### src/rtl/codec_config_sequencer.sv
`default_nettype none
// ============================================================================
// Module   : codec_config_sequencer
// Brief    : Boot-time WM8731 register loader. Waits for codec power-up, then
//            issues a fixed table of register writes through the I2C write
//            master's valid/ready port, retrying NACKed writes, and reports
//            done/fail to the audio pipeline.
// Revision : 1.0 - initial release
// ============================================================================
module codec_config_sequencer #(
  parameter logic [6:0] SLAVE_ADDR     = 7'h1A,
  parameter int         NUM_REGS       = 11,
  parameter int         STARTUP_CYCLES = 200,
  parameter int         MAX_RETRIES    = 3,
  parameter int         GAP_CYCLES     = 2
) (
  input  logic       clk,
  input  logic       rst_n,
  input  logic       start_i,
  output logic [6:0] slav_addr_o,
  output logic       read_not_write_o,
  output logic [7:0] reg_addr_o,
  output logic [7:0] write_data_o,
  output logic       write_valid_o,
  input  logic       write_ready_i,
  input  logic       i2c_error_i,
  output logic       busy_o,
  output logic       done_o,
  output logic       fail_o,
  output logic [3:0] reg_index_o
);

  // Shared delay counter covers power-up wait, inter-write gap and the
  // ready-fall watchdog, so it is sized for the largest of the three.
  localparam int c_BW_CYCLES = 4;
  localparam int c_CNT_MAX   = (STARTUP_CYCLES > GAP_CYCLES)
                               ? ((STARTUP_CYCLES > c_BW_CYCLES) ? STARTUP_CYCLES : c_BW_CYCLES)
                               : ((GAP_CYCLES > c_BW_CYCLES) ? GAP_CYCLES : c_BW_CYCLES);
  localparam int c_CNT_W     = $clog2(c_CNT_MAX + 1);
  localparam int c_RTY_W     = (MAX_RETRIES < 1) ? 1 : $clog2(MAX_RETRIES + 1);

  localparam logic [c_CNT_W-1:0] c_STARTUP_LAST = c_CNT_W'(STARTUP_CYCLES - 1);
  localparam logic [c_CNT_W-1:0] c_GAP_LAST     = c_CNT_W'(GAP_CYCLES - 1);
  localparam logic [c_CNT_W-1:0] c_BW_LAST      = c_CNT_W'(c_BW_CYCLES - 1);
  localparam logic [c_CNT_W-1:0] c_CNT_ONE      = c_CNT_W'(1);
  localparam logic [c_RTY_W-1:0] c_RTY_MAX      = c_RTY_W'(MAX_RETRIES);
  localparam logic [c_RTY_W-1:0] c_RTY_ONE      = c_RTY_W'(1);
  localparam logic [3:0]         c_LAST_IDX     = 4'(NUM_REGS - 1);

  // Sequencer states
  localparam logic [2:0] ST_WAIT_PWR  = 3'd0;
  localparam logic [2:0] ST_ISSUE     = 3'd1;
  localparam logic [2:0] ST_BUSY_WAIT = 3'd2;
  localparam logic [2:0] ST_DONE_WAIT = 3'd3;
  localparam logic [2:0] ST_GAP       = 3'd4;
  localparam logic [2:0] ST_FINISH    = 3'd5;
  localparam logic [2:0] ST_FAIL      = 3'd6;

  logic [2:0]         state_q, state_d;
  logic [c_CNT_W-1:0] cnt_q,   cnt_d;
  logic [3:0]         idx_q,   idx_d;
  logic [c_RTY_W-1:0] rty_q,   rty_d;
  logic [15:0]        entry_w;

  // Table entry packed as {reg[6:0], data[8:0]}.
  function automatic logic [15:0] table_entry(input logic [3:0] idx);
    logic [15:0] e;
    case (idx)
      4'd0:    e = {7'd15, 9'h000};  // reset
      4'd1:    e = {7'd0,  9'h017};  // left line in
      4'd2:    e = {7'd1,  9'h017};  // right line in
      4'd3:    e = {7'd2,  9'h079};  // left headphone
      4'd4:    e = {7'd3,  9'h079};  // right headphone
      4'd5:    e = {7'd4,  9'h015};  // mic in, boost, DAC select
      4'd6:    e = {7'd5,  9'h000};  // digital path
      4'd7:    e = {7'd6,  9'h000};  // everything powered
      4'd8:    e = {7'd7,  9'h042};  // master, I2S, 16-bit
      4'd9:    e = {7'd8,  9'h000};  // 48 kHz sampling
      4'd10:   e = {7'd9,  9'h001};  // activate
      default: e = 16'h0000;
    endcase
    return e;
  endfunction

  assign entry_w          = table_entry(idx_q);
  assign slav_addr_o      = SLAVE_ADDR;
  assign read_not_write_o = 1'b0;
  assign reg_addr_o       = {entry_w[15:9], entry_w[8]};
  assign write_data_o     = entry_w[7:0];
  assign reg_index_o      = idx_q;

  // Status decoded straight from the state register so an async reset
  // drops write_valid in the same cycle it is asserted.
  assign write_valid_o = (state_q == ST_ISSUE);
  assign busy_o        = (state_q != ST_FINISH) && (state_q != ST_FAIL);
  assign done_o        = (state_q == ST_FINISH);
  assign fail_o        = (state_q == ST_FAIL);

  // Next-state logic: table walk, handshake tracking and retry accounting.
  always_comb begin
    state_d = state_q;
    cnt_d   = cnt_q;
    idx_d   = idx_q;
    rty_d   = rty_q;
    case (state_q)
      ST_WAIT_PWR: begin
        if (cnt_q == c_STARTUP_LAST) begin
          cnt_d   = '0;
          state_d = ST_ISSUE;
        end else begin
          cnt_d = cnt_q + c_CNT_ONE;
        end
      end
      ST_ISSUE: begin
        // write_valid is held until the master accepts; no withdrawal.
        if (write_ready_i) begin
          cnt_d   = '0;
          state_d = ST_BUSY_WAIT;
        end
      end
      ST_BUSY_WAIT: begin
        if (!write_ready_i) begin
          cnt_d   = '0;
          state_d = ST_DONE_WAIT;
        end else if (cnt_q == c_BW_LAST) begin
          // Master never left idle: the write was lost, retry it.
          cnt_d = '0;
          if (rty_q < c_RTY_MAX) begin
            rty_d   = rty_q + c_RTY_ONE;
            state_d = ST_GAP;
          end else begin
            state_d = ST_FAIL;
          end
        end else begin
          cnt_d = cnt_q + c_CNT_ONE;
        end
      end
      ST_DONE_WAIT: begin
        // The error flag is only meaningful in the first ready cycle.
        if (write_ready_i) begin
          cnt_d = '0;
          if (!i2c_error_i) begin
            rty_d = '0;
            if (idx_q == c_LAST_IDX) begin
              state_d = ST_FINISH;
            end else begin
              idx_d   = idx_q + 4'd1;
              state_d = ST_GAP;
            end
          end else if (rty_q < c_RTY_MAX) begin
            rty_d   = rty_q + c_RTY_ONE;
            state_d = ST_GAP;
          end else begin
            state_d = ST_FAIL;
          end
        end
      end
      ST_GAP: begin
        if (cnt_q == c_GAP_LAST) begin
          cnt_d   = '0;
          state_d = ST_ISSUE;
        end else begin
          cnt_d = cnt_q + c_CNT_ONE;
        end
      end
      ST_FINISH, ST_FAIL: begin
        // Only a terminal state honours start; mid-run pulses are ignored.
        if (start_i) begin
          cnt_d   = '0;
          idx_d   = '0;
          rty_d   = '0;
          state_d = ST_WAIT_PWR;
        end
      end
      default: begin
        cnt_d   = '0;
        idx_d   = '0;
        rty_d   = '0;
        state_d = ST_WAIT_PWR;
      end
    endcase
  end

  // State, counter, index and retry registers.
  always_ff @(posedge clk or negedge rst_n) begin
    if (!rst_n) begin
      state_q <= ST_WAIT_PWR;
      cnt_q   <= '0;
      idx_q   <= '0;
      rty_q   <= '0;
    end else begin
      state_q <= state_d;
      cnt_q   <= cnt_d;
      idx_q   <= idx_d;
      rty_q   <= rty_d;
    end
  end

endmodule
`default_nettype wire

### config.mk
export PLATFORM = sky130hd
export DESIGN_NAME = codec_config_sequencer
export DESIGN_NICKNAME = d
export VERILOG_FILES = /design/src/rtl/codec_config_sequencer.sv
export SDC_FILE = /design/constraint.sdc
export NUM_CORES = 1
export LEC_CHECK = 0
export CAP_MARGIN = 25
export CORE_UTILIZATION = 35
export CTS_BUF_LIST = sky130_fd_sc_hd__clkbuf_4 sky130_fd_sc_hd__clkbuf_8
export DETAILED_ROUTE_END_ITERATION = 12
export SLEW_MARGIN = 20
export SYNTH_ARGS = -nofsm -noshare
export SYNTH_HDL_FRONTEND = slang
export SYNTH_SLANG_ARGS = --single-unit
### constraint.sdc
create_clock -name clk -period 2.28 [get_ports clk]
set_clock_uncertainty 0.1 [all_clocks]
set_input_delay 0.228 -clock clk [delete_from_list [all_inputs] [get_ports clk]]
set_output_delay 0.228 -clock clk [all_outputs]
set_load 0.05 [all_outputs]
# ---- After elaboration in Yosys (flattened, before gate mapping)
# Memories as Yosys holds them, arrays and structs flattened.
# Cells that the tools add are included.
dict set report word_totals {
  register_bits 17
  mem_bits_ro 176
  inputBits 5
  output_inout_bits 32
  word_cells 74
  n_memories 1
}
dict set report classes {
  n_addsub 3
  n_lt_le_gt_ge 1
  eq_ne 23
  mux 30
  bitwise 2
  reduce_logical 10
}
# name depth width read_ports rd_ports_with_merged_regs wr line
set memory_table {}
lappend memory_table {{(name not given)} 16 11 1 0 0 68} ;# case (idx)
# op n
set op_table {}
lappend op_table {{8-bit two-way mux} 6}
lappend op_table {{8-bit one-hot mux with 5 select lines} 1}
lappend op_table {{3-bit two-way mux} 8}
lappend op_table {{3-bit one-hot mux with 6 select lines} 1}
lappend op_table {{4-bit two-way mux} 4}
lappend op_table {{2-bit inequality test (second input constant)} 8}
lappend op_table {{2-bit two-way mux} 7}
lappend op_table {{4-bit one-hot mux with 3 select lines} 1}
lappend op_table {{5-bit AND reduction} 2}
lappend op_table {{3-bit equality test (second input constant)} 3}
lappend op_table {{3-bit inequality test (second input constant)} 3}
lappend op_table {{8-bit by 1-bit adder with 8-bit output (second input constant)} 1}
lappend op_table {{8-bit by 1-bit equality test with 1-bit output (second input constant)} 1}
lappend op_table {{8-bit by 2-bit equality test with 1-bit output (second input constant)} 1}
lappend op_table {{8-bit equality test (second input constant)} 1}
lappend op_table {{2-bit one-hot mux with 4 select lines} 1}
lappend op_table {{3-bit by 2-bit equality test with 1-bit output (second input constant)} 2}
lappend op_table {{6-bit AND reduction} 1}
lappend op_table {{4-bit by 1-bit adder with 4-bit output (second input constant)} 1}
lappend op_table {{4-bit equality test (second input constant)} 1}
lappend op_table {{2-bit by 1-bit inequality test with 1-bit output (second input constant)} 2}
lappend op_table {{2-bit OR reduction} 2}
lappend op_table {{4-bit OR reduction} 1}
lappend op_table {{3-bit by 1-bit equality test with 1-bit output (second input constant)} 1}
lappend op_table {{8 further kinds} 9}

# ---- Depth between registers and ports, before layout
# Gate-level depths: netlist (run 1).
dict set report depth {
  ltp_word 5
  mapped_depth 8
}

# ---- Least setup slack after synthesis (run 1)
# Ideal clock, no wire load.
dict set report synth_path {
  kind {reg-to-output}
  from {register idx_q[0] (netlist: reg_index_o[0])}
  to {output port write_data_o[0]}
  arrival_time_ps 3059
  slack_ps -1107
  path_stages_with_launch 6
  path_buffers 0
  path_cell_list {dfrtp_1 -> inv_1 -> ha_1 -> nor2b_1 -> a211oi_1 -> nand2b_1}
}
dict set report synth_via {
  elab_chain_len 1
}
# element line
set synth_lines {}
lappend synth_lines {{start, declared} 61} ;# logic [3:0] idx_q, idx_d;
lappend synth_lines {{start signal, assigned} 194} ;# idx_q <= idx_d;
lappend synth_lines {{memory read 16 x 11 bit} n/a}
lappend synth_lines {{end, declared} 23} ;# output logic [7:0] write_data_o,
# No other way between the ends.

# ---- Worst setup path after layout (run 1)
# Same ends and word-level chain as after synthesis.

==> results_dict.tcl, run 1 <==
set metrics [dict create \
    rsz0062_at_grt "no" \
    crit_fanout 6 \
    ant_nets 0 \
    drtIter0Drc 53 \
    coreArea_um2 3770 \
    min_path_type "in -> async" \
    via_per_inst 5.21 \
    path_cells "inv_1 > ha_1 > nor2b_2 > a211oi_4 > nand2b_2 > buf_12" \
    fin_tns_setup_ns 0 \
    io_buffers 23 \
    cp_top_family "simple AND/OR/NAND/NOR gates" \
    initial_core_util_pct 37.8 \
    r2r_start "state_q[1]" \
    worstSetupStartpointType "register" \
    cts_root_buf "clkbuf_8" \
    worst_slew_pin_slew_ns 0.578 \
    clk_pin_slew_worst_paths_ns 0.07 \
    worst-setup-path-type "reg -> out" \
    grt_max_degree 20 \
    remaining_drc_errors 0 \
    critPathMaxStageDelay_ns 0.45 \
    most-common-layout-cells "nand2_1, dfrtp_1, conb_1, buf_12, buf_4" \
    grt_usage_pct 16.5 \
    timing.final.crit_share_pct 93.8 \
    drt-pass1-iter-count 4 \
    grt_pass1_vias 1237 \
    die_h_um 65.8 \
    die_area_um2 4330 \
    ios 37 \
    drive_above_1_share_pct 20.2 \
    post-place-cells 237 \
    fin_area_um2 1880 \
    ys_seq_area_share_pct 29.8 \
    htree_levels 1 \
    vias 1256 \
    globalRoute.totalOverflow 0 \
    synthCells 170 \
    hold_buffers 0 \
    setup_viol 0 \
    stdcell_count 241 \
    antenna_found_initial 0 \
    cp-end-kind "primary output" \
    nets 205 \
    nFillCells 359 \
    slew_violations 0 \
    arrival_ns 1.81 \
    cts_sinks 17 \
    clock_latency_ns 0.25 \
    syn2layout_area_growth_pct 31.5 \
    grt_pass1_wl_mm 5.57 \
    reg2reg_to "state_q[0]" \
    fmax_mhz 468 \
    wirelength_mm 3.14 \
    avgSynthCellArea_um2 8.39 \
    antennaDiodeCount 0 \
    routedWlPerCell_um 13.0 \
    finish.utilization_pct 49.7 \
    dpl-instance-area_um2 1820 \
    cts_buffers 3 \
    cp_num_buf_inv 2 \
    cts_tree "yes" \
    reg2reg_slack_ns 0.18 \
    ys_seq_elements 17 \
    cap_violations 0 \
    relSlewSlack_pct 61.5 \
    die_x_um 65.8 \
    row_count 22 \
    final_common_cell "nand2_1" \
    max-clock-path-buffers 2 \
    crit_cells 6 \
    required_ns 1.95 \
    dp_hpwl_mm 2.44 \
    reg2regPathDepth 5 \
    mappedNetlistArea_um2 1430 \
    layout_min_cycle_time_ns 2.14 \
    gp_congestion 0.787 \
    ys.warnings.count 0 \
    slowest_stage "dfrtp_2" \
    status "complete, no violations" \
    ys_types 40 \
    report.final.hold_viol_count 0 \
]
==> worst reg2reg max path: stages (launching register included) <==
cell	delay, ns
dfrtp_1	0.71
nand2_1	0.10
mux2_4	0.29
o311a_1	0.32
nand2_1	0.13
mux2_1	0.33
==> metal layers <==
layer  up-vias  wire length (µm)  GRT usage (%)
met2        23              1600           30.0
met1       605              1440           19.9
li1        626                 -              -
met3         2                90           3.79
met4         0                13           2.72
met5         -                 0              0
==> kinds of logic after synthesis <==
| kind of cell | synth area share, % |
|---|---|
| other | 0.527 |
| muxes | 8.33 |
| AOI/OAI and AO/OA | 18.2 |
| xor gates and xnor gates | 1.23 |
| and+or+nand+nor | 24.3 |
| adders and majority gates | 5.26 |
| buffers and inverters | 12.4 |
| DFF | 29.8 |
==> flip-flops by register name (all words and copies together), names as in the netlist <==
name,cells
cnt_q,8
reg_index_o,4
rty_q,2
state_q,3
==> metrics by stage <==
step	hold WS, ns	worst slack, ns
detailed placement	0.425	0.0698
finish	0.198	0.142
CTS	0.206	0.00421
global placement	0.410	0.139
floorplan	-0.168	-0.277
global route	0.224	0.00215
==> synth_stat cells <==
library cell | n | area (µm²)
nor2_1 | 8 | 30.0
buf_4 | 15 | 113
o21ai_1 | 5 | 25.0
a211oi_1 | 2 | 15.0
o22ai_1 | 3 | 18.8
xnor2_1 | 2 | 17.5
buf_6 | 1 | 11.3
o22a_1 | 2 | 17.5
dfrtp_1 | 17 | 425
nand3b_1 | 2 | 15.0
a2111oi_4 | 1 | 27.5
inv_1 | 5 | 18.8
a311oi_1 | 1 | 8.76
nor3b_1 | 3 | 22.5
and3_1 | 4 | 25.0
nand3_1 | 6 | 30.0
or3_1 | 3 | 18.8
nor2b_1 | 4 | 25.0
mux2_4 | 1 | 15.0
nand4_1 | 3 | 18.8
o311a_1 | 2 | 20.0
o2bb2ai_1 | 1 | 8.76
a21oi_1 | 11 | 55.1
a21o_1 | 4 | 30.0
nor3_1 | 8 | 40.0
o21a_1 | 1 | 7.51
nand2b_1 | 4 | 25.0
nor4bb_1 | 1 | 10.0
buf_2 | 3 | 15.0
conb_1 | 2 | 7.51
nor4_1 | 1 | 6.26
clkbuf_1 | 4 | 15.0
mux2_1 | 3 | 33.8
ha_1 | 6 | 75.1
mux2i_1 | 7 | 70.1
nand2_1 | 16 | 60.1
o21ai_0 | 5 | 25.0
nor4_2 | 1 | 12.5
inv_2 | 1 | 3.75
or2b_1 | 1 | 7.51
==> cell type report <==
cell class	count	area (µm²)	share of cell area, %
Clock buffer	3	41.3	2.20
Clock inverter	1	5.00	0.267
Inverter	6	22.5	1.20
Multi-Input combinational cell	135	903	48.2
Sequential cell	17	428	22.8
Tap cell	48	60.1	3.20
Timing Repair Buffer	31	415	22.1
==> worst max-delay path by stage <==
stage / start / endpoint
floorplan: reg_index_o[0] / write_data_o[0]
global placement: write_ready_i / state_q[0]
detailed placement: write_ready_i / state_q[0]
CTS: reg_index_o[0] / write_data_o[0]
global route: reg_index_o[0] / reg_addr_o[2]
finish: reg_index_o[0] / write_data_o[0]
==> what timing repair did <==
action                                  4_1_cts  5_1_grt
setup buffers                                 0        0
endpoints found under the setup margin        0        2
gates resized for setup                       0        3
Power of run 1 is left out: the tool's default activity adds up to more than one toggle a clock period on the data nets, which glitch-free logic cannot reach.
==> run 2, diff against run 1 <==
--- a/config.mk
+++ b/config.mk
@@ -5,7 +5,10 @@
 export SDC_FILE = /design/constraint.sdc
 export NUM_CORES = 1
 export LEC_CHECK = 0
+export ABC_AREA = 1
+export ABC_CLOCK_PERIOD_IN_PS = 2280
 export CAP_MARGIN = 25
+export CORE_ASPECT_RATIO = 0.7
 export CORE_UTILIZATION = 35
 export CTS_BUF_LIST = sky130_fd_sc_hd__clkbuf_4 sky130_fd_sc_hd__clkbuf_8
 export DETAILED_ROUTE_END_ITERATION = 12
==> run 2 against run 1 <==
  * The flow now finishes with violations (DRC)
  * Maximum frequency increased by 3.5%
  * Core utilization decreased by 4.5 points
  * Cell area increased by 6.7%
  * Non-clock buffer count decreased by 5
  * Critical path depth decreased by 4
  * Sequential share of layout area decreased by 1.6 points
  * Global-route usage increased by 0.15 points
  * Register-to-register slack improved by 0.44 ns
  * Count of clock-buffer cells in the layout increased by 1
  * Wire length increased by 17%
  * Synthesized area increased by 15%
==> results_dict.tcl, run 2 <==
set metrics [dict create \
    globalRoute.totalOverflow 0 \
    cp_num_buf_inv 1 \
    reg2regPathDepth 7 \
    setup_viol 0 \
    critPathMaxStageDelay_ns 0.81 \
    remaining_drc_errors 7 \
    ys.warnings.count 0 \
    largest_reg_flops 8 \
    cts_tree "yes" \
    synthTopCellsByCount "nand2_1, inv_1, nor2_1, dfrtp_1" \
    nFillCells 459 \
    post_cts_buffers 0 \
    violations "DRC" \
    combPwrFrac_pct 11.2 \
    largest_register "cnt_q" \
    worstSetupStartpointType "register" \
    crit_cells 2 \
    via_per_inst 4.78 \
    slowest_stage "clkdlybuf4s50_1" \
    io_buffers 23 \
    coreArea_um2 4430 \
    synth_top_area_share_pct 25.9 \
    syn2layout_area_growth_pct 21.7 \
    worst-setup-path-type "reg -> out" \
    p_int_w 0.000447 \
    clockPowerShare_pct 40.5 \
    antenna_found_initial 0 \
    grt_pass1_vias 1346 \
    finalWorstSetupSlack_ns 0.214 \
    fmax_mhz 484 \
    worst_slew_pin_slew_ns 0.508 \
    synthCells 245 \
    async_flop_share_pct 100 \
    layout_min_cycle_time_ns 2.07 \
    drtIter0Drc 96 \
    drive_above_1_share_pct 18.7 \
    nets 280 \
    path_cells "a21oi_1 > clkdlybuf4s50_1" \
    report.final.hold_viol_count 0 \
    clock_latency_ns 0.26 \
    row_count 20 \
    ant_nets 0 \
    clk_pin_slew_worst_paths_ns 0.07 \
    die_h_um 59.4 \
    reg2reg_slack_ns 0.62 \
    die_area_um2 4980 \
    pre_cts_slack_ns 0.482 \
    htree_levels 1 \
    most-common-layout-cells "nand2_1, inv_1, nor2_1" \
    min_path_type "in -> async" \
    fin_tns_setup_ns 0 \
    reg2reg_to "reg_index_o[0]" \
    initial_core_util_pct 37.1 \
    grt_pass1_wl_mm 6.51 \
    final-seq-area_um2 425 \
    ys_seq_elements 17 \
    ios 37 \
    vias 1545 \
    synth_most_common_cell "nand2_1" \
    status "finished with violations" \
    max-clock-path-buffers 2 \
    crit_fanout 8 \
    ys_seq_area_share_pct 25.9 \
    multi_input_area_um2 1000 \
    relSlewSlack_pct 66.0 \
    final_common_cell "nand2_1" \
    slew_violations 0 \
    required_ns 1.95 \
    cts_root_buf "clkbuf_8" \
    cts_sinks 17 \
    sw_frac_of_total_pct 28.4 \
    powerDensity_nw_per_um2 312 \
    hold_buffers 0 \
    synth_ff_type "dfrtp_1" \
    mappedNetlistArea_um2 1650 \
    ir_drop_mv 0.209 \
    startpoint "reg_index_o[3]" \
    antennaDiodeCount 0 \
    grt_usage_pct 16.7 \
    avgSynthCellArea_um2 6.72 \
    gp_congestion 0.837 \
    cts_buffers 3 \
    die_x_um 84.0 \
    ys_types 36 \
    arrival_ns 1.74 \
    p_seq_share_pct 48.3 \
    netlist_top_cells_area "dfrtp_1, nand2_1, inv_1" \
    cap_violations 0 \
    wirelength_mm 3.69 \
    grt_max_degree 18 \
    drt-pass1-iter-count 8 \
    crit_end "reg_addr_o[1]" \
    synth_top_cell_by_area "dfrtp_1" \
    rsz0062_at_grt "no" \
    r2r_start "reg_index_o[0]" \
    cp-end-kind "primary output" \
    leakagePower_nw 0.990 \
    synth-edff-count 0 \
    cts_resized 0 \
    routedWlPerCell_um 11.4 \
    cp_top_family "buffers and inverters" \
    timing.final.crit_share_pct 90.6 \
    switchingPower_w 0.000177 \
    dp_hpwl_mm 2.96 \
]
run 2: cell types whose count changed after synthesis, moves of 5 or more:
cell | before | now
nand2_1 | 16 | 71
inv_1 | 5 | 34
nor2_1 | 8 | 28
nand3_1 | 6 | 14
nand4_1 | 3 | 11
mux2i_1 | 7 | 0
nor3_1 | 8 | 1
a21oi_1 | 11 | 5
o21ai_1 | 5 | 0
run 2: routing by layer:
| metal | GRT usage [%] | part of all wire [%] | wire (µm) |
|---|---|---|---|
| met1 | 25.9 | 56 | 2080 |
| met3 | 3.34 | 3.7 | 138 |
| met2 | 23.8 | 39 | 1440 |
| met5 | 0 | 0 | 0 |
| met4 | 2.96 | 0.92 | 34 |
run 2: power by group through the flow:
stage          sequential, W  combinational, W  clock [W]
2_1_floorplan       0.000307         0.0000716          0
3_3_place_gp        0.000307         0.0000702          0
3_5_place_dp        0.000307         0.0000700          0
4_1_cts             0.000301         0.0000702   0.000264
5_1_grt             0.000301         0.0000743   0.000274
6_report            0.000301         0.0000698   0.000253
run 2: cell families (layout without fill, tap and decap cells):
logic type / count (synthesis) / count (layout) / share of synthesized area, %
AOI/OAI and AO/OA: 21 / 21 / 8.59
DFF: 17 / 17 / 25.9
and+or+nand+nor: 143 / 143 / 42.4
xor gates and xnor gates: 2 / 2 / 1.06
buffers and inverters: 54 / 66 / 17.1
adders and majority gates: 6 / 6 / 4.56
other: 2 / 13 / 0.456
run 2: how the worst min path moves through the flow:
stage / end / slack (ns) / cells past startpoint / start
2_1_floorplan: cnt_q[0] / -0.17 / 0 / rst_n
3_3_place_gp: rty_q[0] / 0.42 / 2 / rty_q[0]
3_5_place_dp: rty_q[0] / 0.42 / 2 / rty_q[0]
4_1_cts: cnt_q[7] / 0.20 / 2 / rst_n
5_1_grt: cnt_q[7] / 0.21 / 2 / rst_n
6_report: cnt_q[7] / 0.19 / 2 / rst_n
run 2: per-stage QoR:
stage               hold WS, ns  util [%]  total power, W  std cells  cell area [µm²]
finish                    0.187      45.2        0.000624        323             2000
global route              0.211      45.2        0.000649        323             2000
CTS                       0.195      45.2        0.000635        323             2000
detailed placement        0.423      44.1        0.000377        319             1950
global placement          0.423      44.1        0.000377        319             1950
floorplan                -0.168         -        0.000379        256             1710
run 2: layout make-up:
cell class / count / area share (%)
Inverter: 36 / 6.88
Sequential cell: 17 / 21.3
Multi-Input combinational cell: 185 / 50.1
Timing Repair Buffer: 26 / 15.9
Tap cell: 55 / 3.44
Clock buffer: 4 / 2.44
(Power assumes the default switching activity.)
==> run 3, diff against run 2 <==
--- a/config.mk
+++ b/config.mk
@@ -7,7 +7,6 @@
 export LEC_CHECK = 0
 export ABC_AREA = 1
 export ABC_CLOCK_PERIOD_IN_PS = 2280
-export CAP_MARGIN = 25
 export CORE_ASPECT_RATIO = 0.7
 export CORE_UTILIZATION = 35
 export CTS_BUF_LIST = sky130_fd_sc_hd__clkbuf_4 sky130_fd_sc_hd__clkbuf_8
==> results of run 3 <==
No change in the layout: final DEF, timing and power equal those of run 2.
